File: config.mk
export PLATFORM = sky130hd
export DESIGN_NAME = network_interface_tx
export DESIGN_NICKNAME = d
export VERILOG_FILES = /design/src/rtl/network_interface_tx_pkg.sv /design/src/rtl/network_interface_tx_flit_out_reg.sv /design/src/rtl/network_interface_tx.sv
export SDC_FILE = /design/constraint.sdc
export NUM_CORES = 1
export LEC_CHECK = 0
export ABC_AREA = 1
export CORE_MARGIN = 5
export CORE_UTILIZATION = 30
export CTS_BUF_LIST = sky130_fd_sc_hd__clkbuf_8
export DETAILED_ROUTE_END_ITERATION = 16
export PLACE_DENSITY_LB_ADDON = 0.2
export SETUP_SLACK_MARGIN = 0.4
export SLEW_MARGIN = 20
export SYNTH_ARGS = -nofsm -noshare
export SYNTH_HDL_FRONTEND = slang
export SYNTH_SLANG_ARGS = --single-unit
File: constraint.sdc
create_clock -name clk -period 1.5 [get_ports clk]
set_input_delay 0.3 -clock clk [delete_from_list [all_inputs] [get_ports clk]]
set_output_delay 0.3 -clock clk [all_outputs]
set_load 0.005 [all_outputs]
File: src/rtl/network_interface_tx_pkg.sv
`default_nettype none
// ============================================================================
// Module      : network_interface_tx_pkg
// Description : Flit encoding shared by the transmit network interface, the
//               router Port and the receive network interface. It holds the
//               flit type codes, the position of the type field, the HEAD
//               flit field offsets and the packetizer state encoding.
// Revision    : 1.0 - initial release
// ============================================================================
package network_interface_tx_pkg;

  // Flit type codes. They sit in the top TYPE_WIDTH bits of every flit.
  localparam logic [1:0] FLIT_HEAD = 2'b01;
  localparam logic [1:0] FLIT_BODY = 2'b10;
  localparam logic [1:0] FLIT_TAIL = 2'b11;

  // HEAD flit layout: destination at the LSBs, source directly above it.
  localparam int HEAD_DEST_LSB = 0;

  // Bit position of the MSB of the type field for a given flit width.
  function automatic int type_msb(input int data_width);
    return data_width - 1;
  endfunction

  // LSB of the source field in a HEAD flit.
  function automatic int head_src_lsb(input int request_width);
    return HEAD_DEST_LSB + request_width;
  endfunction

  // Packetizer state encoding.
  localparam logic [0:0] ST_IDLE    = 1'b0;
  localparam logic [0:0] ST_PAYLOAD = 1'b1;

endpackage : network_interface_tx_pkg
`default_nettype wire

File: src/rtl/network_interface_tx_flit_out_reg.sv
`default_nettype none
// ============================================================================
// Module      : network_interface_tx_flit_out_reg
// Description : Single-entry valid/ready output register. A new word is
//               captured whenever the slot is free and i_load is high. While
//               the held word is stalled (o_valid && !i_ready), data and valid
//               stay stable.
// Ports       : clk, rst     - clock, synchronous active-high reset
//               i_load       - capture i_data (only honoured when slot free)
//               i_data       - word to capture
//               i_ready      - downstream ready
//               o_data       - registered word
//               o_valid      - registered word valid
//               o_slot_free  - register can take a new word this cycle
// Revision    : 1.0 - initial release
// ============================================================================
module network_interface_tx_flit_out_reg #(
  parameter int WIDTH = 32
) (
  input  logic             clk,
  input  logic             rst,
  input  logic             i_load,
  input  logic [WIDTH-1:0] i_data,
  input  logic             i_ready,
  output logic [WIDTH-1:0] o_data,
  output logic             o_valid,
  output logic             o_slot_free
);

  logic [WIDTH-1:0] r_data;
  logic             r_valid;

  // Free when empty or when the current word leaves this cycle; this lets a
  // new word replace the departing one with no bubble.
  assign o_slot_free = !r_valid || i_ready;

  always_ff @(posedge clk) begin
    if (rst) begin
      r_data  <= '0;
      r_valid <= 1'b0;
    end else if (o_slot_free) begin
      if (i_load) begin
        r_data  <= i_data;
        r_valid <= 1'b1;
      end else begin
        r_valid <= 1'b0;
      end
    end
  end

  assign o_data  = r_data;
  assign o_valid = r_valid;

endmodule : network_interface_tx_flit_out_reg
`default_nettype wire

File: src/rtl/network_interface_tx.sv
`default_nettype none
// ============================================================================
// Module      : network_interface_tx
// Description : Packetizer between a processing node and a router input
//               port. Accepts a destination, then FlitPerPacket-1 payload
//               words, and emits HEAD, BODY..., TAIL flits through a single
//               registered output stage at one flit per cycle.
// Ports       : clk, rst                     - clock, sync active-high reset
//               dest_in/dest_valid/dest_ready - destination handshake
//               payload_in/_valid/_ready      - payload word handshake
//               data_out/valid_out/ready_out  - flit stream to router
//               busy                          - packet in progress
//               packets_sent                  - TAIL flits accepted (wraps)
// Revision    : 1.0 - initial release
// ============================================================================
module network_interface_tx
  import network_interface_tx_pkg::*;
#(
  parameter int N             = 2,
  parameter int INDEX         = 1,
  parameter int DATA_WIDTH    = 32,
  parameter int TYPE_WIDTH    = 2,
  parameter int REQUEST_WIDTH = 1,
  parameter int FlitPerPacket = 6,
  parameter int PhitPerFlit   = 1
) (
  input  logic                             clk,
  input  logic                             rst,
  input  logic [REQUEST_WIDTH-1:0]         dest_in,
  input  logic                             dest_valid,
  output logic                             dest_ready,
  input  logic [DATA_WIDTH-TYPE_WIDTH-1:0] payload_in,
  input  logic                             payload_valid,
  output logic                             payload_ready,
  output logic [DATA_WIDTH-1:0]            data_out,
  output logic                             valid_out,
  input  logic                             ready_out,
  output logic                             busy,
  output logic [15:0]                      packets_sent
);

  localparam int TYPE_MSB  = type_msb(DATA_WIDTH);
  localparam int SRC_LSB   = head_src_lsb(REQUEST_WIDTH);
  localparam int CNT_WIDTH = $clog2(FlitPerPacket);
  // Payload words with cnt below this value are BODY; the rest is TAIL.
  localparam int LAST_BODY = FlitPerPacket - 2;

  generate
    if (FlitPerPacket < 2 || PhitPerFlit != 1 || INDEX >= N ||
        DATA_WIDTH < TYPE_WIDTH + 2 * REQUEST_WIDTH) begin : g_bad_params
      $error("network_interface_tx: unsupported parameter combination");
    end
  endgenerate

  logic [0:0]            r_state;
  logic [0:0]            w_state_next;
  logic [CNT_WIDTH-1:0]  r_cnt;
  logic [15:0]           r_packets_sent;
  logic                  w_slot_free;
  logic                  w_dest_hs;
  logic                  w_payload_hs;
  logic                  w_is_tail;
  logic                  w_load;
  logic [DATA_WIDTH-1:0] w_head;
  logic [DATA_WIDTH-1:0] w_payload_flit;
  logic [DATA_WIDTH-1:0] w_flit;
  logic [TYPE_WIDTH-1:0] w_payload_type;
  logic [TYPE_WIDTH-1:0] w_out_type;

  // --------------------------------------------------------------------------
  // FSM: state register
  // --------------------------------------------------------------------------
  always_ff @(posedge clk) begin
    if (rst) begin
      r_state <= ST_IDLE;
    end else begin
      r_state <= w_state_next;
    end
  end

  // --------------------------------------------------------------------------
  // FSM: next state
  // --------------------------------------------------------------------------
  always_comb begin
    w_state_next = r_state;
    case (r_state)
      ST_IDLE:    if (w_dest_hs) w_state_next = ST_PAYLOAD;
      ST_PAYLOAD: if (w_payload_hs && w_is_tail) w_state_next = ST_IDLE;
      default:    w_state_next = ST_IDLE;
    endcase
  end

  // --------------------------------------------------------------------------
  // FSM: outputs. Both readies are forced low while rst is high so nothing
  // is accepted in the reset cycle itself.
  // --------------------------------------------------------------------------
  always_comb begin
    dest_ready    = 1'b0;
    payload_ready = 1'b0;
    case (r_state)
      ST_IDLE:    dest_ready    = w_slot_free && !rst;
      ST_PAYLOAD: payload_ready = w_slot_free && !rst;
      default:    ;
    endcase
  end

  assign w_dest_hs    = dest_valid && dest_ready;
  assign w_payload_hs = payload_valid && payload_ready;
  assign w_is_tail    = !(int'(r_cnt) < LAST_BODY);
  assign w_load       = w_dest_hs || w_payload_hs;

  // --------------------------------------------------------------------------
  // Flit assembly
  // --------------------------------------------------------------------------
  always_comb begin
    w_head                                  = '0;
    w_head[TYPE_MSB -: TYPE_WIDTH]          = TYPE_WIDTH'(FLIT_HEAD);
    w_head[HEAD_DEST_LSB +: REQUEST_WIDTH]  = dest_in;
    w_head[SRC_LSB +: REQUEST_WIDTH]        = REQUEST_WIDTH'(INDEX);
  end

  assign w_payload_type = w_is_tail ? TYPE_WIDTH'(FLIT_TAIL) : TYPE_WIDTH'(FLIT_BODY);
  assign w_payload_flit = {w_payload_type, payload_in};
  assign w_flit         = w_dest_hs ? w_head : w_payload_flit;

  // --------------------------------------------------------------------------
  // Payload word counter, restarted by each accepted destination
  // --------------------------------------------------------------------------
  always_ff @(posedge clk) begin
    if (rst) begin
      r_cnt <= '0;
    end else if (w_dest_hs) begin
      r_cnt <= '0;
    end else if (w_payload_hs) begin
      r_cnt <= r_cnt + 1'b1;
    end
  end

  network_interface_tx_flit_out_reg #(
    .WIDTH (DATA_WIDTH)
  ) u_out_reg (
    .clk         (clk),
    .rst         (rst),
    .i_load      (w_load),
    .i_data      (w_flit),
    .i_ready     (ready_out),
    .o_data      (data_out),
    .o_valid     (valid_out),
    .o_slot_free (w_slot_free)
  );

  // --------------------------------------------------------------------------
  // Completed-packet counter: counts TAIL flits taken by the router
  // --------------------------------------------------------------------------
  assign w_out_type = data_out[TYPE_MSB -: TYPE_WIDTH];

  always_ff @(posedge clk) begin
    if (rst) begin
      r_packets_sent <= '0;
    end else if (valid_out && ready_out && w_out_type == TYPE_WIDTH'(FLIT_TAIL)) begin
      r_packets_sent <= r_packets_sent + 16'd1;
    end
  end

  assign packets_sent = r_packets_sent;
  assign busy         = (r_state != ST_IDLE) || valid_out;

endmodule : network_interface_tx
`default_nettype wire

==> results of run 1 <==
worst min path at each step:
stage	from	end	slack [ns]
2_1_floorplan	rst	r_state	0.36
3_3_place_gp	r_cnt[1]	r_cnt[1]	0.45
3_5_place_dp	r_cnt[1]	r_cnt[1]	0.46
4_1_cts	r_cnt[1]	r_cnt[1]	0.47
5_1_grt	r_cnt[1]	r_cnt[1]	0.50
6_report	u_out_reg.o_data[1]	u_out_reg.o_data[1]	0.47
stage by stage:
step,worst slack [ns],TNS [ns],area [um2]
6_report,0.0991,0,3950
5_1_grt,0.0374,0,3950
4_1_cts,0.0696,0,3710
3_5_place_dp,-0.386,-13.93,3530
3_3_place_gp,-0.417,-14.84,3530
2_1_floorplan,0.362,0,2490
synth_stat cells, types with 2 or more instances:
cell type	count
a21oi_1	14
buf_2	3
buf_4	3
buf_6	5
dfxtp_1	53
ha_1	2
inv_1	39
nand2_1	70
nand2_2	10
nand2_4	2
nand3_1	9
nand4_1	3
nand4_4	2
nor2_1	68
nor2_2	10
nor3_1	3
o21ai_0	30
o21ai_1	2
timing repair:
| item | CTS | global route |
|---|---|---|
| endpoints found under the setup margin | 105 | 65 |
| pin swaps | 12 | 22 |
| hold endpoints to repair | 0 | 0 |
| gates resized for setup | 294 | 40 |
| setup buffers | 21 | 5 |
| cloned | 2 | 2 |
registers in the layout, summed over array words and instances (netlist names):
register / flops
r_cnt: 3
packets_sent: 16
u_out_reg.o_data: 32
r_state: 1
u_out_reg.o_valid: 1
layout make-up:
| cell class | instances | share of cell area [%] |
|---|---|---|
| clock buffer | 6 | 2.09 |
| clock inverter | 1 | 0.0951 |
| inverter | 42 | 4.57 |
| multi-input combinational | 231 | 32.8 |
| sequential | 53 | 28.7 |
| tap | 102 | 3.23 |
| timing repair buffer | 135 | 28.2 |
| timing repair inverter | 1 | 0.285 |
worst reg2reg max path, delay by kind of cell (launching register included):
| family | cells | cell delay, ns |
|---|---|---|
| and+or+nand+nor | 6 | 0.52 |
| DFF | 1 | 0.37 |
| buffers and inverters | 3 | 0.39 |
routing by layer:
metal | vias up | wire (um) | track usage, %
met5 | - | 0 | 0
met1 | 1115 | 3060 | 16.0
met4 | 0 | 66 | 3.42
li1 | 1309 | - | -
met3 | 5 | 274 | 2.78
met2 | 51 | 3480 | 23.7
cells by family (layout without fill, tap and decap cells):
group	after synthesis	count (layout)	synth area share (%)
buf+inv	55	185	11.6
simple gates	182	182	33.9
flops	53	53	43.6
fa+ha+maj	2	2	1.03
compound gates	47	47	9.78
power groups by stage:
stage / sequential, W / clock (W) / combinational [W]
global placement: 0.00155 / 0 / 0.000562
floorplan: 0.00155 / 0 / 0.000258
CTS: 0.00153 / 0.000860 / 0.000548
finish: 0.00153 / 0.000825 / 0.000623
detailed placement: 0.00155 / 0 / 0.000566
global route: 0.00154 / 0.000917 / 0.000688
==> summary.txt, run 1 <==
Crit path required time - 1.20 ns
Logic pwr share - 20.9%
CTS Buf Count - 5
Worst slew margin - 83.4%
Final setup violation count - 0
Total power - 0.00298 W
Slew Limit Fails - 0
Die width - 100 um
Final wirelength - 6880 um
Yosys reg bits - 53
Critical Path Source Type - register
Synth warnings - 0
Clk_lat worst skew - 0.30 ns
WS Path Type - reg2out
Dpl cells - 534
Seq/Total Area, Yosys - 43.6%
1st-iter DRT viols - 49
RePlAce Congestion - 0.808
Launch point of the worst reg-to-reg path - u_out_reg.o_valid
Buffers & Inverters on Critical Path - 2
Largest net degree at the start of global routing - 28
Htree depth - 2
Synthesis-to-layout area growth - 62.3%
Via count - 2480
Fmax - 714 MHz
Num rows - 32
Critical Path AT - 1.10 ns
Crit path to - payload_ready
Final ANT Viol Nets - 0
Register Area - 0.00113 mm2
RSZ-0062 raised after global routing - true
Crit end category - output port
Fin crit share - 93.4%
Root Buffer - clkbuf_8
Layout Utilization - 50.5%
Core area - 0.00781 mm2
Clock skew - 0.00358 ns
Nets - 507
Max Root-Sink Buffers - 2
Reg2Reg Capture Point - u_out_reg.o_data[6]
Initial Util - 31.1%
Main area contributors after synthesis - dfxtp_1 44%, nand2_1 11%, nor2_1 10%
Maximum vdd ir drop - 0.387 mV
Cell breakdown of the critical path - buf_12 > nand2_8 > nand2_4 > nor2_4 > buf_2
Vias per Instance - 4.34
Die area - 0.0100 mm2
R2R depth - 9
R2R Setup Slk - 0.11 ns
Switching power - 0.000799 W
Top Family by Delay on Critical Path - flip-flops
PD cells - 754 mW/mm2
Synthesized area per cell - 7.17 um2
Grt total ovfl - 0
Number of flops mapped to enable cells by yosys - 0
Ys flop type - dfxtp_1
Switching share of power - 26.9%
Io pins - 88
WP depth - 5
Leak pwr - 1.83 nW
CTS sink count - 53
Antenna violations before repair - 0
Share of post-route cells with drive strength above 1 - 48.2%
TritonCTS clock tree - built
Slowest CP cell - dfxtp_4
Min cycle time layout - 1.40 ns
Crit path from - u_out_reg.o_valid
Slowest stage delay, CP - 0.37 ns
Syn Std Cell Area - 0.00243 mm2
N_diodes - 0
Fillers - 803
Die Y-Extent - 100 um
Pint - 0.00218 W
TritonRoute pass-1 iters - 6
Min Hold Slack - 0.472 ns
Post-Syn Instances - 339
Critical path fanouts, max - 3
Overall Global Routing Usage - 13.2%
Post-synth top area share - 43.6%
Max Cap Violations - 0
Post-synth ARST share - 0%
I/O Buffers - 87
Layout Cells excl Fill - 571
Worst-Margin Slew - 0.248 ns
Distinct cell type count after synthesis - 29
Hold Crit Class - reg2reg
Post-synth top area cell - dfxtp_1
Hold_buf cts - 0
DP HPWL - 4630 um
Most frequent cells in the layout - 60 x nor2_1, 60 x nand2_1, 48 x buf_2, 46 x dfxtp_2, 36 x inv_1
Clock transition at the registers of the reported paths - 0.09 ns
Post-route DRC violation count - 0
Multi-input gate area - 0.00130 mm2
Wirelength per Cell - 12.0 um
Fin. Hold Viols - 0
Status - finished clean
First-pass GRT wire length - 10800 um
Vias in the first global route - 2383
Syn_nets - 377
Sequential power share - 51.3%
Clock Power Share - 27.7%
WHS Path Cells - 2
(Power assumes the default switching activity.)
==> inputs of run 2 (changes only) <==
SETUP_SLACK_MARGIN = 0.5   (was 0.4)
==> summary.txt, run 2 (same netlist as run 1, synthesis figures left out) <==
Status - finished clean
Via count - 2576 (+3.9%)
Leak pwr - 2.03 nW (+11%)
Io pins - 88 (unchanged)
Min cycle time layout - 1.35 ns (-0.0522 ns)
TritonRoute pass-1 iters - 4 (-2)
Clk_lat worst skew - 0.30 ns (about the same)
Max Root-Sink Buffers - 2 (unchanged)
Fmax - 741 MHz (+3.9%)
Worst setup margin - 0.151 ns (+0.0522 ns)
RSZ-0062 raised after global routing - true
1st-iter DRT viols - 33 (-33%)
Share of post-route cells with drive strength above 1 - 57.6% (+9.4 points)
TritonCTS clock tree - built
CTS Buf Count - 5 (unchanged)
Max Cap Violations - 0 (unchanged)
Antenna violations before repair - 0 (unchanged)
N_diodes - 0 (unchanged)
Commonest non-fill, non-tap cell in the layout - nor2_1
Critical path fanouts, max - 8 (+5)
Sequential power share - 49.4% (-1.9 points)
DP HPWL - 4570 um (-1.2%)
Critical Path Source Type - register
Die Y-Extent - 100 um (unchanged)
DP Worst Slack - -0.372 ns (+0.0140 ns)
Final setup violation count - 0 (unchanged)
Logic pwr share - 24.4% (+3.5 points)
Largest net degree at the start of global routing - 19 (-32%)
First-pass GRT wire length - 11500 um (+6.4%)
WS Path Type - reg2reg
Critical Path AT - 1.55 ns (+0.45 ns)
Placed Area - 0.00350 mm2 (-0.71%)
Total power - 0.00312 W (+4.8%)
Crit end category - register
Root Buffer - clkbuf_8
Maximum vdd ir drop - 0.369 mV (-4.5%)
Slew Limit Fails - 0 (unchanged)
Wirelength per Cell - 12.4 um (+3.3%)
Core area - 0.00781 mm2 (unchanged)
Clock Power Share - 26.2% (-1.5 points)
Final ANT Viol Nets - 0 (unchanged)
Vias per Instance - 4.42 (+1.7%)
Initial Util - 31.1% (unchanged)
Nets - 518 (+2.2%)
PD cells - 713 mW/mm2 (-5.4%)
Final wirelength - 7250 um (+5.5%)
Most frequent cells in the layout - 56 x nor2_1, 45 x dfxtp_2, 43 x nand2_1, 39 x buf_6, 38 x buf_4
Worst-Margin Slew - 0.262 ns (+0.0140 ns)
Fin crit share - 89.9% (-3.5 points)
Htree depth - 2 (unchanged)
Post-route DRC violation count - 0 (unchanged)
Vias in the first global route - 2482 (+4.2%)
Die width - 100 um (unchanged)
Worst slew margin - 82.5% (-0.89 points)
Fin. Hold Viols - 0 (unchanged)
Synthesis-to-layout area growth - 79.9%
Crit path required time - 1.70 ns (+0.50 ns)
Overall Global Routing Usage - 14.0% (+0.82 points)
Die area - 0.0100 mm2 (unchanged)
Switching power - 0.000847 W (+6.0%)
Hold Crit Class - reg2reg
Design Area, Final - 0.00437 mm2 (+11%)
Grt total ovfl - 0 (unchanged)
Switching share of power - 27.2% (+0.30 points)
Clock skew - 0.00483 ns (+0.00125 ns)
I/O Buffers - 87 (unchanged)
R2R Setup Slk - 0.15 ns (+0.04 ns)
Clock transition at the registers of the reported paths - 0.09 ns (about the same)
RePlAce Congestion - 0.770 (-4.7%)
Largest register FFs - 32 (unchanged)
CTS sink count - 53 (unchanged)
Num rows - 32 (unchanged)
Pint - 0.00227 W (+4.4%)
## run 2: cell count changes in the layout (fill, tap and decap cells not counted), moves of 6 or more
cell     change
nand2_2      +9
nor2_2       +8
buf_2       -25
nand2_1     -17
o21ai_0      -6
nand2_4      +9
buf_4        +6
o21ai_2     +17
buf_6       +26
o21ai_1     -12
## run 2: what timing repair did
action | in CTS | in global routing
hold buffers | 0 | 0
gates resized for setup | 340 | 80
setup buffers | 22 | 14
pin swaps | 19 | 24
endpoints found under the setup margin | 105 | 105
gates cloned | 5 | 2
## run 2: final timing paths
path                        start              endpoint  depth (start not counted)
max             u_out_reg.o_valid   u_out_reg.o_data[6]                          8
min          u_out_reg.o_data[20]  u_out_reg.o_data[20]                          2
max reg2reg     u_out_reg.o_valid   u_out_reg.o_data[6]                          8
min reg2reg  u_out_reg.o_data[20]  u_out_reg.o_data[20]                          2
## run 2: stage by stage
step	hold slack (ns)	cells	util [%]	setup TNS, ns
6_report	0.474	583	56.0	0
5_1_grt	0.505	583	56.0	0
4_1_cts	0.483	567	50.3	0
3_5_place_dp	0.456	532	44.9	-13.06
3_3_place_gp	0.451	532	44.9	-12.88
2_1_floorplan	0.362	339	-	0
## run 2: cell type report
| type | instances | area, um2 |
|---|---|---|
| multi-input combinational | 231 | 1440 |
| clock inverter | 2 | 7.51 |
| timing repair buffer | 145 | 1390 |
| fill | 728 | 3430 |
| tap | 102 | 128 |
| inverter | 42 | 175 |
| timing repair inverter | 2 | 22.5 |
| sequential | 53 | 1140 |
| clock buffer | 6 | 82.6 |
## run 2: power by group through the flow
stage,registers (W),logic (W),clock network [W]
2_1_floorplan,0.00155,0.000260,0
3_3_place_gp,0.00155,0.000556,0
3_5_place_dp,0.00155,0.000561,0
4_1_cts,0.00154,0.000650,0.000852
5_1_grt,0.00155,0.000823,0.000914
6_report,0.00154,0.000762,0.000816
## run 2: worst max-delay path, cell delays in order, from the launching register on
cell and delay [ns]:
dfxtp_4 0.38, nand2_4 0.08, buf_6 0.11, nand4_4 0.16
nand2_8 0.19, clkbuf_16 0.19, nand2_2 0.05, nand2_2 0.05
nor2_2 0.03
## run 2: routing by layer
metal / routed length, um / up-vias / global-route usage (%)
met3: 383 / 7 / 3.13
met2: 3610 / 60 / 24.1
met5: 0 / - / 0
met4: 97 / 0 / 4.15
li1: - / 1330 / -
met1: 3160 / 1179 / 17.5
==> inputs of run 3 (changes only) <==
clock period = 1.7 ns   (was 1.5 ns; I/O delays follow)
==> summary.txt, run 3 (same netlist as run 1, synthesis figures left out) <==
Antenna violations before repair - 0 (unchanged)
RePlAce Congestion - 0.750 (-2.7%)
TritonCTS clock tree - built
Max layer used - met4
Final wirelength - 7150 um (-1.4%)
Max Root-Sink Buffers - 2 (unchanged)
Htree depth - 2 (unchanged)
Min cycle time layout - 1.42 ns
Wirelength per Cell - 12.3 um (-1.4%)
Register Area - 0.00113 mm2 (-0.55%)
Clk_lat worst skew - 0.31 ns (about the same)
Most frequent cells in the layout - 59 x nor2_1, 50 x nand2_1, 46 x dfxtp_2, 38 x buf_4, 36 x inv_1
DP HPWL - 4420 um (-3.4%)
Clock transition at the registers of the reported paths - 0.10 ns (about the same)
Critical path fanouts, max - 2 (-6)
Synthesis-to-layout area growth - 69.5%
Leak pwr - 1.91 nW (-5.8%)
Met1 WL - 2990 um (-5.6%)
Critical Path AT - 1.08 ns (-0.47 ns)
Pint - 0.00210 W (-7.8%)
Share of post-route cells with drive strength above 1 - 52.6% (-5.0 points)
Post-route DRC violation count - 0 (unchanged)
Vias in the first global route - 2392 (-3.6%)
WL met2 - 3590 um (-0.69%)
Fin crit share - 83.3%
N_diodes - 0 (unchanged)
Fmax - 706 MHz
Largest net degree at the start of global routing - 26 (+7)
Max Cap Violations - 0 (unchanged)
Worst-Margin Slew - 0.331 ns (+0.0688 ns)
Initial Util - 31.1% (unchanged)
WS Path Type - reg2out
Setup TNS - 0 ns (unchanged)
Switching share of power - 25.4% (-1.8 points)
Clock skew - 0.0103 ns (+0.00552 ns)
Min Hold Slack - 0.463 ns (-0.0107 ns)
Largest register FFs - 32 (unchanged)
PD cells - 682 mW/mm2 (-4.4%)
Crit path required time - 1.36 ns (-0.34 ns)
Logic pwr share - 20.2% (-4.2 points)
Hold Crit Class - reg2reg
CTS sink count - 53 (unchanged)
Critical Path Source Type - register
Commonest non-fill, non-tap cell in the layout - nor2_1
I/O Buffers - 87 (unchanged)
CTS Buf Count - 5 (unchanged)
Sequential power share - 48.0% (-1.4 points)
Clock Power Share - 31.8% (+5.6 points)
Crit end category - output port
Die width - 100 um (unchanged)
Maximum vdd ir drop - 0.395 mV (+7.0%)
RSZ-0062 raised after global routing - true
Slew Limit Fails - 0 (unchanged)
Die Y-Extent - 100 um (unchanged)
Fillers - 776 (+6.6%)
Die area - 0.0100 mm2 (unchanged)
Root Buffer - clkbuf_8
Worst slew margin - 78.0% (-4.6 points)
Switching power - 0.000713 W (-16%)
Multi-input gate area - 0.00134 mm2 (-6.4%)
Layout Utilization - 52.8% (-3.3 points)
Grt total ovfl - 0 (unchanged)
Vias per Instance - 4.38 (-0.97%)
Overall Global Routing Usage - 13.2% (-0.79 points)
Met3 WL - 511 um (+33%)
Via count - 2551 (-0.97%)
Num rows - 32 (unchanged)
TritonRoute pass-1 iters - 4 (unchanged)
Fin. Hold Viols - 0 (unchanged)
First-pass GRT wire length - 10800 um (-5.8%)
Core area - 0.00781 mm2 (unchanged)
Final ANT Viol Nets - 0 (unchanged)
1st-iter DRT viols - 65 (+97%)
Nets - 518 (unchanged)
Status - finished clean
Io pins - 88 (unchanged)
Final setup violation count - 0 (unchanged)
## run 3: area by class of cell
class,count,share of cell area (%)
Multi-Input combinational cell,232,32.6
Timing Repair Buffer,146,29.9
Sequential cell,53,27.4
Inverter,42,4.13
Tap cell,102,3.10
Clock buffer,6,2.00
Clock inverter,2,0.820
## run 3: critical path, stage by stage, from the launching register on
cell     delay [ns]
dfxtp_4        0.35
or2_2          0.30
buf_6          0.12
## run 3: power by group through the flow
stage | logic, W | clock network [W] | registers [W]
finish | 0.000567 | 0.000893 | 0.00135
global route | 0.000627 | 0.000968 | 0.00136
CTS | 0.000516 | 0.000928 | 0.00135
detailed placement | 0.000496 | 0 | 0.00137
global placement | 0.000492 | 0 | 0.00137
floorplan | 0.000224 | 0 | 0.00137
## run 3: repair_timing
item | 4_1_cts | 5_1_grt
cloned | 2 | 2
pin swaps | 15 | 21
setup endpoints to repair | 105 | 90
hold buffers | 0 | 0
buffers inserted | 23 | 17
resized for setup | 253 | 94
## run 3: metal layers
| metal | up-vias | track usage [%] |
|---|---|---|
| met4 | 0 | 4.04 |
| met5 | - | 0 |
| met2 | 58 | 22.4 |
| met3 | 7 | 4.73 |
| li1 | 1336 | - |
| met1 | 1150 | 15.7 |
## run 3: stage by stage
stage / instances / setup WS, ns / total power (W) / cell area [um2]
global route: 583 / 0.225 / 0.00295 / 4120
finish: 583 / 0.283 / 0.00281 / 4120
floorplan: 339 / 0.508 / 0.00160 / 2440
CTS: 564 / 0.264 / 0.00279 / 3910
global placement: 531 / -0.220 / 0.00186 / 3460
detailed placement: 531 / -0.229 / 0.00186 / 3460
## run 3: final timing paths
path,cells past startpoint,from,slack [ns],endpoint
worst max-delay path,2,u_out_reg.o_valid,0.28,busy
worst min register to register,2,u_out_reg.o_data[24],0.46,u_out_reg.o_data[24]
worst max register to register,8,u_out_reg.o_valid,0.31,packets_sent[9]
worst min-delay path,2,u_out_reg.o_data[24],0.46,u_out_reg.o_data[24]
